## src/rtl/sdram_port_arb.sv

```systemverilog
// Three-port arbiter for the SDRAM command port: one transaction at a time, fixed priority 0>1>2
// with a starvation override for port 2. Grant 1 cycle after request; requesters hold req until ack.
module sdram_port_arb #(
    parameter int ADDR_W     = 25,
    parameter int DATA_W     = 16,
    parameter int STARVE_MAX = 8
) (
    input  logic              clk_sys,
    input  logic              reset,
    input  logic              p0_req,
    input  logic              p0_we,
    input  logic [ADDR_W-1:0] p0_addr,
    input  logic [DATA_W-1:0] p0_wdata,
    input  logic [1:0]        p0_be,
    output logic              p0_ack,
    output logic [DATA_W-1:0] p0_rdata,
    input  logic              p1_req,
    input  logic              p1_we,
    input  logic [ADDR_W-1:0] p1_addr,
    input  logic [DATA_W-1:0] p1_wdata,
    input  logic [1:0]        p1_be,
    output logic              p1_ack,
    output logic [DATA_W-1:0] p1_rdata,
    input  logic              p2_req,
    input  logic              p2_we,
    input  logic [ADDR_W-1:0] p2_addr,
    input  logic [DATA_W-1:0] p2_wdata,
    input  logic [1:0]        p2_be,
    output logic              p2_ack,
    output logic [DATA_W-1:0] p2_rdata,
    output logic              mem_req,
    output logic              mem_we,
    output logic [ADDR_W-1:0] mem_addr,
    output logic [DATA_W-1:0] mem_wdata,
    output logic [1:0]        mem_be,
    input  logic              mem_ack,
    input  logic [DATA_W-1:0] mem_rdata,
    output logic [1:0]        grant,
    output logic              busy
);
    localparam int CNT_W = $clog2(STARVE_MAX + 1);
    localparam logic [CNT_W-1:0] CNT_MAX = CNT_W'(STARVE_MAX);

    typedef enum logic {IDLE = 1'b0, BUSY = 1'b1} state_t;

    state_t                    state, state_nxt;
    logic [2:0]                req_v, we_v;
    logic [2:0][ADDR_W-1:0]    addr_v;
    logic [2:0][DATA_W-1:0]    wdata_v;
    logic [2:0][1:0]           be_v;
    logic [1:0]                win;
    logic [CNT_W-1:0]          starve_cnt, starve_nxt;
    logic                      mem_req_nxt, mem_we_nxt, busy_nxt;
    logic [ADDR_W-1:0]         mem_addr_nxt;
    logic [DATA_W-1:0]         mem_wdata_nxt;
    logic [1:0]                mem_be_nxt, grant_nxt;
    logic [2:0]                ack_q, ack_nxt;
    logic [2:0][DATA_W-1:0]    rdata_q, rdata_nxt;

    assign req_v   = {p2_req, p1_req, p0_req};
    assign we_v    = {p2_we, p1_we, p0_we};
    assign addr_v  = {p2_addr, p1_addr, p0_addr};
    assign wdata_v = {p2_wdata, p1_wdata, p0_wdata};
    assign be_v    = {p2_be, p1_be, p0_be};

    assign p0_ack   = ack_q[0];
    assign p1_ack   = ack_q[1];
    assign p2_ack   = ack_q[2];
    assign p0_rdata = rdata_q[0];
    assign p1_rdata = rdata_q[1];
    assign p2_rdata = rdata_q[2];

    // A starved port 2 overrides the fixed order once it has lost STARVE_MAX times in a row.
    always_comb begin
        win = 2'd2;
        if (req_v[2] && starve_cnt == CNT_MAX) win = 2'd2;
        else if (req_v[0])                     win = 2'd0;
        else if (req_v[1])                     win = 2'd1;
    end

    always_comb begin
        state_nxt     = state;
        mem_req_nxt   = mem_req;
        mem_we_nxt    = mem_we;
        mem_addr_nxt  = mem_addr;
        mem_wdata_nxt = mem_wdata;
        mem_be_nxt    = mem_be;
        grant_nxt     = grant;
        busy_nxt      = busy;
        starve_nxt    = starve_cnt;
        ack_nxt       = '0;
        rdata_nxt     = rdata_q;
        case (state)
            IDLE: begin
                if (|req_v) begin
                    state_nxt     = BUSY;
                    mem_req_nxt   = 1'b1;
                    busy_nxt      = 1'b1;
                    grant_nxt     = win;
                    mem_we_nxt    = we_v[win];
                    mem_addr_nxt  = addr_v[win];
                    mem_wdata_nxt = wdata_v[win];
                    mem_be_nxt    = be_v[win];
                    if (win == 2'd2 || !req_v[2]) starve_nxt = '0;
                    else if (starve_cnt != CNT_MAX) starve_nxt = starve_cnt + CNT_W'(1);
                end
            end
            BUSY: begin
                // Requester inputs are not looked at here; mem_* hold their latched values.
                if (mem_ack) begin
                    state_nxt   = IDLE;
                    mem_req_nxt = 1'b0;
                    busy_nxt    = 1'b0;
                    grant_nxt   = 2'd3;
                    for (int i = 0; i < 3; i++) begin
                        if (grant == 2'(i)) begin
                            ack_nxt[i]   = 1'b1;
                            rdata_nxt[i] = mem_rdata;
                        end
                    end
                end
            end
        endcase
    end

    always_ff @(posedge clk_sys or posedge reset) begin
        if (reset) begin
            state      <= IDLE;
            mem_req    <= 1'b0;
            mem_we     <= 1'b0;
            mem_addr   <= '0;
            mem_wdata  <= '0;
            mem_be     <= '0;
            grant      <= 2'd3;
            busy       <= 1'b0;
            starve_cnt <= '0;
            ack_q      <= '0;
            rdata_q    <= '0;
        end else begin
            state      <= state_nxt;
            mem_req    <= mem_req_nxt;
            mem_we     <= mem_we_nxt;
            mem_addr   <= mem_addr_nxt;
            mem_wdata  <= mem_wdata_nxt;
            mem_be     <= mem_be_nxt;
            grant      <= grant_nxt;
            busy       <= busy_nxt;
            starve_cnt <= starve_nxt;
            ack_q      <= ack_nxt;
            rdata_q    <= rdata_nxt;
        end
    end
endmodule

```

## config.mk

```make
export PLATFORM = sky130hd
export DESIGN_NAME = sdram_port_arb
export DESIGN_NICKNAME = d
export VERILOG_FILES = /design/src/rtl/sdram_port_arb.sv
export SDC_FILE = /design/constraint.sdc
export NUM_CORES = 1
export LEC_CHECK = 0
export ABC_AREA = 0
export ABC_CLOCK_PERIOD_IN_PS = 10000
export BUFFER_PORTS_ARGS = -buffer_cell sky130_fd_sc_hd__buf_2
export CAP_MARGIN = 10
export CORE_UTILIZATION = 30
export CTS_CLUSTER_SIZE = 10
export DETAILED_ROUTE_END_ITERATION = 10
export PLACE_DENSITY = 0.6
export SYNTH_ARGS = -nofsm -noshare
export SYNTH_HDL_FRONTEND = slang
export SYNTH_SLANG_ARGS = --single-unit
```

## constraint.sdc

```tcl
create_clock -name clk_sys -period 10 [get_ports clk_sys]
set_clock_uncertainty 0.1 [all_clocks]
set_input_delay 2 -clock clk_sys [delete_from_list [all_inputs] [get_ports clk_sys]]
set_output_delay 2 -clock clk_sys [all_outputs]
set_load 0.03 [all_outputs]
```

---- Yosys cells after proc, flatten, opt, wreduce, memory -nomap -nowiden ----
Index checks and enable logic that the tools add are counted.
operators by class
  add/subtract/negate cells ............... 1
  multiply operators ...................... 0
  div/mod/pow operators ................... 0
  magnitude comparators ................... 1
  equality and inequality tests ........... 7
  shift operators ......................... 0
  mux-type cells .......................... 27
  bitwise operators ....................... 1
  reductions and logical operators ........ 12
operator list
  kind                                                                           number
  25-bit binary-select mux with 2-bit select                                     1
  16-bit binary-select mux with 2-bit select                                     1
  25-bit two-way mux                                                             1
  16-bit two-way mux                                                             1
  2-bit two-way mux                                                              6
  3-bit AND reduction                                                            4
  1-bit two-way mux                                                              8
  4-bit two-way mux                                                              2
  3-bit two-way mux                                                              2
  4-bit by 1-bit adder with 4-bit output (second input constant)                 1
  2-bit binary-select mux with 2-bit select                                      1
  2-bit equality test (second input constant)                                    2
  4-bit equality test (second input constant)                                    1
  2-bit != test (second input constant)                                          2
  4-bit != test (second input constant)                                          1
  1-bit case mux with 2 select lines                                             2
  2-bit case mux with 2 select lines                                             1
  2-bit AND reduction                                                            2
  2-bit by 3-bit less-than comparator with 1-bit output (second input constant)  1
  3-bit OR reduction                                                             1
  1-bit binary-select mux with 2-bit select                                      1
  2-bit by 1-bit equality test with 1-bit output (second input constant)         1
  2-bit zero test                                                                1
  2-bit nonzero test                                                             1
  other kinds (4)                                                                4
storage, ports and cells
  register bits after elaboration ......... 103
  latch bits .............................. 0
  RAM bits ................................ 0
  ROM bits ................................ 0
  word-level logic and storage cells ...... 61
  memories ................................ 0

---- Longest topological paths before layout ----
  word-level depth ........................ 7
  depth in mapped cells ................... 8

---- Worst setup path after synthesis ----
No wires, ideal clock.
  path type ............................... in2reg
  from .................................... in p0_req
  to ...................................... reg mem_addr[0]
  library setup time ...................... 122 ps
  data arrival time ....................... 3007 ps
  slack ................................... 6772 ps
  stages .................................. 6
  buffers on the path ..................... 3
  cells stage by stage .................... buf_6 > or2_1 > buf_6 > buf_6 > a21o_1 > a32o_1
on the way
  word-level cells in the longest chain between the ends .. 4
RTL lines
  item                                        RTL line  RTL
  start: declaration                          10        input logic p0_req,
  2-bit two-way mux                           77        else if (req_v[0]) win = 2'd0;
  2-bit two-way mux                           76        if (req_v[2] && starve_cnt == CNT_MAX) win = 2'd2;
  25-bit binary-select mux with 2-bit select  101       mem_addr_nxt = addr_v[win];
  25-bit two-way mux (not written as such)    101
  end signal: assignment                      143       mem_addr <= mem_addr_nxt;
  end: declaration                            33        output logic [ADDR_W-1:0] mem_addr,
Several ways; a longest one is shown, not always the timed one. The select of a mux whose other input is x is not followed.
A chain may end at the register's enable or synchronous reset.

---- Worst setup path in the final report ----
  from .................................... in p0_req
  to ...................................... reg starve_cnt[3]
on the way
  word-level cells in the longest chain between the ends .. 6
RTL lines
  item                                  RTL line  RTL
  2-bit two-way mux                     77
  2-bit two-way mux                     76
  2-bit equality test                   104       if (win == 2'd2 || !req_v[2]) starve_nxt = '0;
  1-bit logical OR                      104
  2-bit nonzero test (no source line)   --
  3-bit AND reduction (no source line)  --
  end signal: assignment                148       starve_cnt <= starve_nxt;
  end: declaration                      52        logic [CNT_W-1:0] starve_cnt, starve_nxt;
Several ways; a longest one is shown, not always the timed one.

==> impl_results.md <==
* Number of nets in the layout at 836
* Critical R2R Capture: mem_addr[11]
* Setup bufs post-CTS at 0
* Top post-synthesis cells by area: dfrtp_1, mux2_2, a32o_1
* Leak at 3.40 nW
* Clk sinks at 103
* Slew @ Worst Pin at 1.13 ns
* # hold bufs at CTS at 0
* Max FO, Critical Path at 48
* Vias in the first global route at 4,925
* Routability cong. at 0.916
* Port bufs at 252
* Hold Fails Final Rpt at 0
* Reg-to-reg startpoint: starve_cnt[0]
* CORE AREA at 0.0173 mm²
* Count leader, synth: dfrtp_1
* DR iter-0 viols at 208
* Post-synth EDFFs at 0
* Clock Path Buffers at 2
* Asr flop ratio synth at 1.00
* Post-layout util at 0.401
* Data arrival, critical path at 4.23 ns
* Global-route wire length before repair at 26.2 mm
* Critical path class: in2reg
* Cell taking the most area after synthesis: dfrtp_1
* Final setup fails at 0
* Largest net degree at the start of global routing at 87
* Num ports at 253
* Unique masters post-synth at 33
* # resized after CTS at 0
* # DRC at 0
* Clk Latency, worst-skew pair at 0.35 ns
* Crit start category: primary input
* WHS Path Cells at 1
* Netlist Area Pre-Place at 0.00532 mm²
* CTS tree: built
* Gr ovfl total at 0
* HP Class: reg2reg
* Die Wd at 135 µm
* Critical hold path startpoint: mem_be[1]
* RSZ-0062 raised after global routing: no
* Sequential element share of the synthesized area at 0.485
* Crit path from: p0_req
* Via count of the routed design at 4,811
* R2R setup slack at 7.73 ns
* Routed WL per cell at 18.7 µm
* Final min period at 4.07 ns
* Pwr dens at 252 mW/mm²
* Syn_nets at 617
* Post-Syn Area per Cell at 11.5 µm²
* Fraction of layout cells with a size suffix above 1 at 0.488
* GRT Util Overall at 0.185
* H-tree Lvls at 3
* Maximum vdd ir drop at 0.000178 V
* Clock slew at reported path FFs at 0.07 ns
* Fillers at 1,735
* Detailed Place HPWL at 11.5 mm
* Synth Register Bits at 103
* Worst path required time at 10.16 ns
* Height of the die at 135 µm
* Hold Crit Endpoint: mem_be[1]
* Layout area overhead at 30.6%
* Max-Slew Margin vs Limit at 0.248
* Die Area at 0.0183 mm²
* Fmax at 246 MHz
* ANT nets after route at 0
* Commonest cells in the netlist: dfrtp_1, inv_1, mux2_2
* Status: completed
* MaxCap Viol Count at 0
* Warning count from the yosys run at 0
* Root Driver: clkbuf_16
* Post-Synthesis Cells at 461
* R2R depth at 6
* CP endpoint kind: flip-flop
* Total Routed Length at 17.0 mm
* Setup_tns at 0 ns
* Area share of the leading cell type in the synthesized netlist at 0.476
* CTS Buf Count at 9
* Starting density of the core at 0.307
* Vias per std cell at 5.28
* Period utilisation layout at 0.407
* Max Slew Vio Count at 0
* Number of core rows at 48
* DR pass1 iterations at 4
* Post-synth top flop: dfrtp_1
* Initial antenna violation count at 2
## through the flow
stage          area (µm²)  std cells  worst slack (ns)  power, mW  hold WS (ns)
2_1_floorplan        5320        461              5.20       1.17         0.400
3_3_place_gp         6660        894              5.57       1.40         0.370
3_5_place_dp         6660        894              5.54       1.42         0.379
4_1_cts              6940        910              5.92       1.77         0.397
5_1_grt              6940        910              5.78       1.84         0.410
6_report             6940        911              5.93       1.75         0.396
## sequential cells by signal (all words and copies together), names as in the netlist, 2 cells and up
name and cells:
grant 2, p1_rdata 16, mem_wdata 16, p2_rdata 16, mem_be 2, mem_addr 25
starve_cnt 4, p0_rdata 16, ack_q 3
## worst max-delay path by stage
stage	to	slack (ns)
5_1_grt	starve_cnt[0]	5.78
2_1_floorplan	ack_q[0]	5.20
6_report	starve_cnt[3]	5.93
3_5_place_dp	mem_wdata[7]	5.54
4_1_cts	mem_addr[10]	5.92
3_3_place_gp	mem_addr[3]	5.57
## worst max-delay path, cell delays in order
cell and delay, ns:
buf_2 0.78, or2_2 0.96, nand4b_1 0.27, o221ai_1 0.20
## routing by layer
layer	wire length, µm	global-route usage	vias to the layer above
li1	-	-	2185
met2	8180	0.323	229
met1	6930	0.215	2373
met5	16	0	-
met3	1590	0.0544	22
met4	283	0.0624	2
## logic make-up after synthesis
kind of cell,Yosys count,share of synthesized area
fa+ha+maj,2,0.00471
simple gates,64,0.0880
mux,50,0.106
flops,103,0.485
buf+inv,100,0.0850
compound gates,142,0.231
## cells in the final DEF, fill, tap and decap left out, drive strengths merged, types with 2 or more instances in the layout
master and instances:
or2 2, nor2 2, nor3 2, a2bb2oi 2, clkbuf 10, a32o 44
mux2 49, a311oi 44, dfrtp 101, o21ai 3, clkinv 3, buf 258
nand3 2, nand2 4, nand2b 2, inv 52, ha 2, nand3b 44
dfstp 2, a21o 44, nand4b 4
## layout make-up
type / instances / area, µm² / share of cell area
Tap cell: 225 / 282 / 0.0405
Clock inverter: 6 / 53.8 / 0.00775
Clock buffer: 10 / 229 / 0.0330
Multi-Input combinational cell: 258 / 2300 / 0.331
Sequential cell: 103 / 2580 / 0.372
Timing Repair Buffer: 258 / 1310 / 0.188
Inverter: 50 / 190 / 0.0274
Antenna cell: 1 / 2.50 / 0.000360
## report_power, final
part	switching [mW]	internal, mW	total [mW]	leakage [nW]
sequential	0.0888	0.564	0.653	1.24
clock	0.171	0.173	0.344	0.135
combinational	0.490	0.264	0.754	2.02
(Power assumes the default switching activity.)
